### config.mk
export PLATFORM = sky130hd
export DESIGN_NAME = mul_div_unit
export DESIGN_NICKNAME = d
export VERILOG_FILES = /design/src/rtl/mul_div_unit.sv
export SDC_FILE = /design/constraint.sdc
export NUM_CORES = 1
export LEC_CHECK = 0
export BUFFER_PORTS_ARGS = -buffer_cell sky130_fd_sc_hd__buf_4
export CAP_MARGIN = 20
export CORE_MARGIN = 2
export CORE_UTILIZATION = 35
export CTS_CLUSTER_DIAMETER = 150
export DETAILED_ROUTE_END_ITERATION = 10
export GPL_ROUTABILITY_DRIVEN = 0
export GPL_TIMING_DRIVEN = 0
export PLACE_DENSITY = 0.51
export SLEW_MARGIN = 20
export SYNTH_ARGS = -nofsm -noshare
export SYNTH_HDL_FRONTEND = slang
export SYNTH_SLANG_ARGS = --single-unit
export TNS_END_PERCENT = 20
### constraint.sdc
create_clock -name clk -period 9.68 [get_ports clk]
set_clock_uncertainty 0.1 [all_clocks]
set_input_delay 1.936 -clock clk [delete_from_list [all_inputs] [get_ports clk]]
set_output_delay 1.936 -clock clk [all_outputs]
set_load 0.01 [all_outputs]
### src/rtl/mul_div_unit.sv
`default_nettype none
// +-------------------------------------------------------------------------+
// | Module  : mul_div_unit                                                   |
// | Purpose : Iterative shift-add multiplier / restoring divider, HI/LO out |
// | Revision: 1.0 - initial release                                          |
// +-------------------------------------------------------------------------+
module mul_div_unit #(
    parameter int WIDTH = 32,
    parameter int ITER  = 32
) (
    input  logic             clk,
    input  logic             rst,
    input  logic             start,
    input  logic [1:0]       MDControl,
    input  logic [WIDTH-1:0] SrcA,
    input  logic [WIDTH-1:0] SrcB,
    output logic             busy,
    output logic             done,
    output logic             div_by_zero,
    output logic [WIDTH-1:0] HI,
    output logic [WIDTH-1:0] LO
);

    localparam int          CW     = (ITER > 1) ? $clog2(ITER) : 1;
    localparam logic [1:0]  S_IDLE = 2'd0;
    localparam logic [1:0]  S_RUN  = 2'd1;
    localparam logic [1:0]  S_FIX  = 2'd2;
    localparam logic [CW-1:0] c_LAST = CW'(ITER - 1);

    logic [1:0]         state_q, state_d;
    logic [CW-1:0]      cnt_q, cnt_d;
    logic               is_div_q, is_div_d;
    logic               sa_q, sa_d, sb_q, sb_d;
    logic [WIDTH-1:0]   a_q, a_d;
    logic [WIDTH-1:0]   opnd_q, opnd_d;
    logic [2*WIDTH-1:0] acc_q, acc_d;
    logic [WIDTH-1:0]   hi_q, hi_d, lo_q, lo_d;
    logic               busy_q, busy_d, done_q, done_d, dbz_q, dbz_d;

    logic               w_a_neg, w_b_neg;
    logic [WIDTH-1:0]   w_a_mag, w_b_mag;
    logic [WIDTH:0]     w_sum;
    logic [2*WIDTH-1:0] w_mul_next;
    logic [WIDTH:0]     w_shift;
    logic               w_ge;
    logic [WIDTH-1:0]   w_diff;
    logic [2*WIDTH-1:0] w_div_next;
    logic [2*WIDTH-1:0] w_prod;
    logic [WIDTH-1:0]   w_quot, w_rem;

    assign w_a_neg = ~MDControl[0] & SrcA[WIDTH-1];
    assign w_b_neg = ~MDControl[0] & SrcB[WIDTH-1];
    assign w_a_mag = w_a_neg ? -SrcA : SrcA;
    assign w_b_mag = w_b_neg ? -SrcB : SrcB;

    // Multiply: accumulator upper half gathers partial sums, lower half holds the remaining multiplier bits.
    assign w_sum      = {1'b0, acc_q[2*WIDTH-1:WIDTH]} + (acc_q[0] ? {1'b0, opnd_q} : '0);
    assign w_mul_next = {w_sum, acc_q[WIDTH-1:1]};

    // Divide: upper half is the partial remainder, lower half shifts dividend out and quotient in.
    assign w_shift    = {acc_q[2*WIDTH-1:WIDTH], acc_q[WIDTH-1]};
    assign w_ge       = w_shift >= {1'b0, opnd_q};
    assign w_diff     = w_shift[WIDTH-1:0] - opnd_q;
    assign w_div_next = w_ge ? {w_diff, acc_q[WIDTH-2:0], 1'b1}
                             : {w_shift[WIDTH-1:0], acc_q[WIDTH-2:0], 1'b0};

    assign w_prod = (sa_q ^ sb_q) ? -acc_q : acc_q;
    assign w_quot = (sa_q ^ sb_q) ? -acc_q[WIDTH-1:0] : acc_q[WIDTH-1:0];
    assign w_rem  = sa_q ? -acc_q[2*WIDTH-1:WIDTH] : acc_q[2*WIDTH-1:WIDTH];

    always_comb begin
        state_d  = state_q;
        cnt_d    = cnt_q;
        is_div_d = is_div_q;
        sa_d     = sa_q;
        sb_d     = sb_q;
        a_d      = a_q;
        opnd_d   = opnd_q;
        acc_d    = acc_q;
        hi_d     = hi_q;
        lo_d     = lo_q;
        busy_d   = busy_q;
        done_d   = 1'b0;
        dbz_d    = dbz_q;
        case (state_q)
            S_IDLE: begin
                if (start) begin
                    is_div_d = MDControl[1];
                    sa_d     = w_a_neg;
                    sb_d     = w_b_neg;
                    a_d      = SrcA;
                    opnd_d   = w_b_mag;
                    acc_d    = {{WIDTH{1'b0}}, w_a_mag};
                    cnt_d    = '0;
                    busy_d   = 1'b1;
                    state_d  = S_RUN;
                end
            end
            S_RUN: begin
                acc_d = is_div_q ? w_div_next : w_mul_next;
                cnt_d = cnt_q + 1'b1;
                if (cnt_q == c_LAST) begin
                    state_d = S_FIX;
                end
            end
            S_FIX: begin
                if (!is_div_q) begin
                    hi_d  = w_prod[2*WIDTH-1:WIDTH];
                    lo_d  = w_prod[WIDTH-1:0];
                    dbz_d = 1'b0;
                end else if (opnd_q == '0) begin
                    hi_d  = a_q;
                    lo_d  = '1;
                    dbz_d = 1'b1;
                end else begin
                    hi_d  = w_rem;
                    lo_d  = w_quot;
                    dbz_d = 1'b0;
                end
                done_d  = 1'b1;
                busy_d  = 1'b0;
                state_d = S_IDLE;
            end
            default: begin
                busy_d  = 1'b0;
                state_d = S_IDLE;
            end
        endcase
    end

    always_ff @(posedge clk or posedge rst) begin
        if (rst) begin
            state_q  <= S_IDLE;
            cnt_q    <= '0;
            is_div_q <= 1'b0;
            sa_q     <= 1'b0;
            sb_q     <= 1'b0;
            a_q      <= '0;
            opnd_q   <= '0;
            acc_q    <= '0;
            hi_q     <= '0;
            lo_q     <= '0;
            busy_q   <= 1'b0;
            done_q   <= 1'b0;
            dbz_q    <= 1'b0;
        end else begin
            state_q  <= state_d;
            cnt_q    <= cnt_d;
            is_div_q <= is_div_d;
            sa_q     <= sa_d;
            sb_q     <= sb_d;
            a_q      <= a_d;
            opnd_q   <= opnd_d;
            acc_q    <= acc_d;
            hi_q     <= hi_d;
            lo_q     <= lo_d;
            busy_q   <= busy_d;
            done_q   <= done_d;
            dbz_q    <= dbz_d;
        end
    end

    assign busy        = busy_q;
    assign done        = done_q;
    assign div_by_zero = dbz_q;
    assign HI          = hi_q;
    assign LO          = lo_q;

endmodule
`default_nettype wire

* Yosys cells after proc, flatten, opt, wreduce, memory -nomap -nowiden
Index checks and enable logic that the tools add are counted.
** Storage, ports and cells
- Register bits :: 205
- Input port bits :: 69
- Output and inout port bits :: 67
- Logic and storage cells :: 63
** Cells by class
- Add/sub/neg operators :: 8
- Magnitude comparators :: 1
- Eq/ne operators :: 5
- Mux-type cells :: 24
- Bitwise gates (word level) :: 5
- Reduce and logical (&&, ||, !) cells :: 7
** Operator list (number)
- $mux 32 :: 9
- $mux 64 :: 4
- $neg 32->32 :: 4
- $pmux 64 s2 :: 1
- $neg 64->64 :: 1
- $add 32x32->33 :: 1
- $ge 33x32->1 :: 1
- $logic_not 32->1 :: 1
- $sub 32x32->32 :: 1
- $pmux 5 s2 :: 1
- $reduce_and 2->1 :: 4
- $add 5x1->5 const B :: 1
- $eq 5x5->1 const B :: 1
- $mux 5 :: 1
- $mux 1 :: 4
- $mux 2 :: 2
- $ne 2x2->1 const B :: 2
- $pmux 2 s2 :: 1
- $and 1x1->1 :: 2
- $eq 2x1->1 const B :: 1
- $eq 2x2->1 const B :: 1
- $logic_not 2->1 :: 1
- $not 1->1 :: 2
- $pmux 1 s2 :: 1
- 2 further kinds :: 2

* Logic depth before layout (Yosys ltp)
- Depth in word-level cells :: 5
- Depth in mapped cells :: 13
- Gate-level depth less buffers :: 12

* Least setup slack after synthesis
OpenSTA, ideal clock, no wires.
- Kind :: input to register
- From :: input SrcA[1]
- To :: register acc_q[24]
- Setup time :: 0.135 ns
- Data arrival time :: 4.146 ns
- Data required time :: 9.445 ns
- Setup slack :: 5.299 ns
- Stages on the path :: 10
- Path buffers :: 0
- Cell sequence :: inv_1 > ha_1 > or3b_2 > nor4b_1 > nand4_1 > o41ai_1 > xor2_1 > nand2_1 > o211ai_1 > o21ai_0
** Between the ends
- Cells in the longest elaborated chain, start to end :: 4
** Ends and longest elaborated chain
- start, declared :: RTL line 15 : input logic [WIDTH-1:0] SrcA,
- $neg 32->32 :: RTL line 53 : assign w_a_mag = w_a_neg ? -SrcA : SrcA;
- $mux 32 :: RTL line 53
- $mux 64 :: RTL line 87 : if (start) begin
- $pmux 64 s2 :: RTL line 85 : case (state_q)
- end signal, assigned :: RTL line 140 : acc_q <= '0;
- end signal, assigned :: RTL line 154 : acc_q <= acc_d;
- end, declared :: RTL line 36 : logic [2*WIDTH-1:0] acc_q, acc_d;
No other way between the ends. The select of a mux whose other input is x is not followed.
A chain may end at the register's enable or synchronous reset.

* Worst setup path in the final report
- From :: register acc_q[0]
- To :: register hi_q[8], in the netlist HI[8]
** Between the ends
- Cells in the longest elaborated chain, start to end :: 3
** Ends and longest elaborated chain
- $neg 64->64 :: RTL line 67 : assign w_prod = (sa_q ^ sb_q) ? -acc_q : acc_q;
- $mux 64 :: RTL line 67
- $mux 32 :: RTL line 107 : if (!is_div_q) begin
- end signal, assigned :: RTL line 155 : hi_q <= hi_d;
- end, declared :: RTL line 37 : logic [WIDTH-1:0] hi_q, hi_d, lo_q, lo_d;
No other way between the ends.

==> impl_metrics.env <==
export IMPL_dr_iter_0_viols=1599
export IMPL_cts_tree="done"
export IMPL_clock_path_buffers=3
export IMPL_route_vias_total=16783
export IMPL_synth_cell_area_um2=16300
export IMPL_final_fill_count=4868
export IMPL_rsz_0062_raised_after_global_routing="no"
export IMPL_die_height_um=220
export IMPL_power_density_nw_per_um2=405
export IMPL_vdd_drop_max_mv=0.233
export IMPL_netlist_cell_type_count=75
export IMPL_flop_to_flop_setup_slack_ns=4.72
export IMPL_rr_startpoint="acc_q[0]$_DFFE_PP0P_"
export IMPL_final_layout_size_suffix_gt1_share_pct=9.09
export IMPL_fin_nets=2410
export IMPL_cp_data_arrival_time_ns=5.30
export IMPL_chipWidth_um=220
export IMPL_seq_area_frac_synth_pct=31.5
export IMPL_floorplan_initialDensity_pct=35.2
export IMPL_hpwlAfterDp_um=51400
export IMPL_synthFlopType="sky130_fd_sc_hd__dfrtp_1"
export IMPL_wire_length_of_the_first_global_routing_pass_um=96900
export IMPL_worstMarginPinSlew_ns=1.17
export IMPL_storage_element_area_um2=5130
export IMPL_grt_total_usage_pct=26.4
export IMPL_number_of_remaining_drc_errors=0
export IMPL_whs_path_depth=2
export IMPL_finalCoreUtilization_pct=41.3
export IMPL_outcome="finished, final reports clean"
export IMPL_worstPathRequired_ns=10.02
export IMPL_ctsRootBufferMaster="sky130_fd_sc_hd__clkbuf_16"
export IMPL_max_cap_viol_count=0
export IMPL_fmax_mhz=202
export IMPL_setup_violations_final=0
export IMPL_ant_nets=0
export IMPL_end_of_the_worst_hold_path="a_q[24]$_DFFE_PP0P_"
export IMPL_antenna_violations_before_repair=2
export IMPL_postCtsHoldBufs=0
export IMPL_placement_cell_area_um2=18100
export IMPL_totalWireLength_um=64900
export IMPL_post_cts_setup_buffers=0
export IMPL_period_minus_slack_ns=4.96
export IMPL_clock_sink_count=205
export IMPL_fin_hold_ws_ns=0.379
export IMPL_worst_setup_path_type="register to register"
export IMPL_finalInstanceArea_um2=19100
export IMPL_async_flop_share_pct=100
export IMPL_number_of_placement_rows=79
export IMPL_final_hold_violation_count=0
export IMPL_yosys_warnings=0
export IMPL_reg2reg_to="HI[8]$_DFFE_PP0P_"
export IMPL_hp_start="a_q[24]$_DFFE_PP0P_"
export IMPL_final_max_slew_violation_count=0
export IMPL_cp_max_fanout=10
export IMPL_avg_wl_per_cell_um=22.4
export IMPL_critPathSlowestCell="sky130_fd_sc_hd__nand4_1"
export IMPL_number_of_global_route_vias_before_repair=15630
export IMPL_numCtsBuffers=25
export IMPL_core_um2=46300
export IMPL_worst_path_most_repeated_cell="sky130_fd_sc_hd__o21ai_0"
export IMPL_relSlewSlack_pct=21.6
export IMPL_worst_hold_path_type="register to register"
export IMPL_synth_avg_cell_area_um2=7.74
export IMPL_synth_seq_cells=205
export IMPL_h_tree_levels=1
export IMPL_worst_r2r_cell_count=11
export IMPL_io_pins=136
export IMPL_synth_edf_count=0
export IMPL_worstPathCellList="inv_1 > buf_1 > ha_1 > nand2b_1 > nor4_2 > nand4_1 > o21ai_0 > xor2_1 > nor2_1 > a21oi_1 > o21ai_0"
export IMPL_drt_pre_antenna_iters=6
export IMPL_start_kind="register"
export IMPL_power_static_leakage_nw=8.19
export IMPL_syn_to_final_growth_pct=17.2
export IMPL_multi_input_comb_area_um2=10400
export IMPL_worst_setup_path_end_kind="register"
export IMPL_grt_remaining_overflow=0
export IMPL_syn_instance_count=2105
export IMPL_post_drt_via_cell_ratio=5.79
export IMPL_post_cts_resized=0
export IMPL_worstSkewPairLatency_ns=0.58
export IMPL_synth_net_count=2246
export IMPL_critical_path_max_stage_delay_ns=0.76
export IMPL_clk_pin_slew_worst_paths_ns=0.06
export IMPL_grt_start_max_net_pins=91
export IMPL_fin_crit_sh_pct=51.2
export IMPL_port_buffer_count=135
export IMPL_dieArea_um2=48300
-- how the worst max path moves through the flow --
stage | startpoint | cells past startpoint | slack, ns | endpoint
2_1_floorplan | rst | 1 | 2.05 | HI[0]$_DFFE_PP0P_
3_3_place_gp | rst | 2 | -0.71 | opnd_q[19]$_DFFE_PP0P_
3_5_place_dp | SrcA[1] | 11 | 4.71 | acc_q[24]$_DFFE_PP0P_
4_1_cts | acc_q[0]$_DFFE_PP0P_ | 11 | 5.06 | HI[28]$_DFFE_PP0P_
5_1_grt | acc_q[0]$_DFFE_PP0P_ | 11 | 4.74 | HI[8]$_DFFE_PP0P_
6_report | acc_q[0]$_DFFE_PP0P_ | 11 | 4.72 | HI[8]$_DFFE_PP0P_
-- synthesized netlist by cell type (all sizes together), types with 10 or more instances --
| cell type | instances | area [um^2] |
|---|---|---|
| a211oi | 21 | 158 |
| a21o | 37 | 278 |
| a21oi | 175 | 876 |
| a22oi | 17 | 128 |
| a31oi | 24 | 150 |
| and2 | 13 | 81.3 |
| and3 | 18 | 113 |
| buf | 15 | 68.8 |
| clkbuf | 125 | 469 |
| dfrtp | 205 | 5130 |
| ha | 70 | 876 |
| inv | 68 | 255 |
| mux2i | 57 | 571 |
| nand2 | 300 | 1130 |
| nand2b | 11 | 68.8 |
| nand3 | 18 | 90.1 |
| nand4 | 20 | 125 |
| nor2 | 207 | 777 |
| nor2b | 14 | 87.6 |
| nor3 | 45 | 225 |
| nor4 | 25 | 163 |
| o211ai | 23 | 173 |
| o21ai | 211 | 1060 |
| o31ai | 29 | 218 |
| o41ai | 14 | 123 |
| or2 | 10 | 62.6 |
| or3 | 22 | 138 |
| or4 | 15 | 113 |
| xnor2 | 99 | 867 |
| xor2 | 84 | 736 |
-- state kept, by name (all words and copies together), names as in the netlist, 2 cells and up --
name     flops
HI          32
LO          32
a_q         32
acc_q       64
cnt_q        5
opnd_q      32
state_q      2
-- critical path: cells and delay by family, from the launching register on --
family          cells  cell delay [ns]
simple gates        4             1.67
compound gates      3             1.10
fa+ha+maj           1             0.34
flops               1             0.46
buf+inv             2             0.99
xor+xnor            1             0.17
-- routing by layer --
metal / wire length, um / vias up / track usage (%)
li1: - / 7840 / -
met1: 30200 / 8093 / 39.4
met2: 26900 / 733 / 38.8
met3: 5920 / 113 / 4.94
met4: 1820 / 4 / 7.09
met5: 24 / - / 0
-- cell families after synthesis --
| group | Yosys count | synth area share (%) |
|---|---|---|
| muxes | 58 | 3.57 |
| AOI/OAI and AO/OA | 639 | 24.0 |
| DFF | 205 | 31.5 |
| xor gates and xnor gates | 183 | 9.84 |
| adders and majority gates | 72 | 5.62 |
| buffers and inverters | 209 | 4.89 |
| and+or+nand+nor | 739 | 20.6 |
-- power breakdown --
group | leakage (nW) | switching [mW] | internal, mW
clock network | 0.457 | 0.420 | 0.676
registers | 2.36 | 0.378 | 1.18
logic | 5.38 | 3.25 | 1.83
-- cells in the final DEF (no fill, tap or decap), types with 13 or more instances in the layout --
cell type | netlist | final
sky130_fd_sc_hd__nand2_1 | 300 | 300
sky130_fd_sc_hd__o21ai_0 | 209 | 209
sky130_fd_sc_hd__nor2_1 | 207 | 207
sky130_fd_sc_hd__dfrtp_1 | 205 | 205
sky130_fd_sc_hd__a21oi_1 | 175 | 175
sky130_fd_sc_hd__buf_4 | 0 | 135
sky130_fd_sc_hd__clkbuf_1 | 125 | 126
sky130_fd_sc_hd__xnor2_1 | 99 | 99
sky130_fd_sc_hd__xor2_1 | 84 | 84
sky130_fd_sc_hd__ha_1 | 70 | 70
sky130_fd_sc_hd__inv_1 | 68 | 67
sky130_fd_sc_hd__mux2i_1 | 57 | 57
sky130_fd_sc_hd__nor3_1 | 45 | 45
sky130_fd_sc_hd__a21o_1 | 37 | 37
sky130_fd_sc_hd__o31ai_1 | 29 | 29
sky130_fd_sc_hd__clkbuf_16 | 0 | 25
sky130_fd_sc_hd__nor4_1 | 24 | 24
sky130_fd_sc_hd__a31oi_1 | 24 | 24
sky130_fd_sc_hd__o211ai_1 | 23 | 23
sky130_fd_sc_hd__or3_1 | 22 | 22
sky130_fd_sc_hd__a211oi_1 | 21 | 21
sky130_fd_sc_hd__nand4_1 | 20 | 20
sky130_fd_sc_hd__nand3_1 | 18 | 18
sky130_fd_sc_hd__and3_1 | 18 | 18
sky130_fd_sc_hd__a22oi_1 | 17 | 17
sky130_fd_sc_hd__or4_1 | 15 | 15
sky130_fd_sc_hd__nor2b_1 | 14 | 14
sky130_fd_sc_hd__o41ai_1 | 14 | 14
sky130_fd_sc_hd__and2_1 | 13 | 13
-- through the flow --
| stage | setup WS [ns] | std cells | power [mW] | setup TNS (ns) |
|---|---|---|---|---|
| 5_1_grt | 4.74 | 2895 | 8.26 | 0 |
| 6_report | 4.72 | 2897 | 7.73 | 0 |
| 2_1_floorplan | 2.05 | 2105 | 4.88 | 0 |
| 4_1_cts | 5.06 | 2895 | 7.60 | 0 |
| 3_5_place_dp | 4.71 | 2849 | 6.47 | 0 |
| 3_3_place_gp | -0.708 | 2847 | 6.42 | -135.74 |
-- cell type report --
cell class | instances | area share (%)
Antenna cell | 2 | 0.0262
Buffer | 140 | 2.82
Clock buffer | 31 | 3.66
Clock inverter | 15 | 1.33
Inverter | 69 | 1.40
Multi-Input combinational cell | 1691 | 54.3
Sequential cell | 205 | 26.9
Tap cell | 607 | 3.98
Timing Repair Buffer | 137 | 5.60
Power figures use the tool's default switching activity.
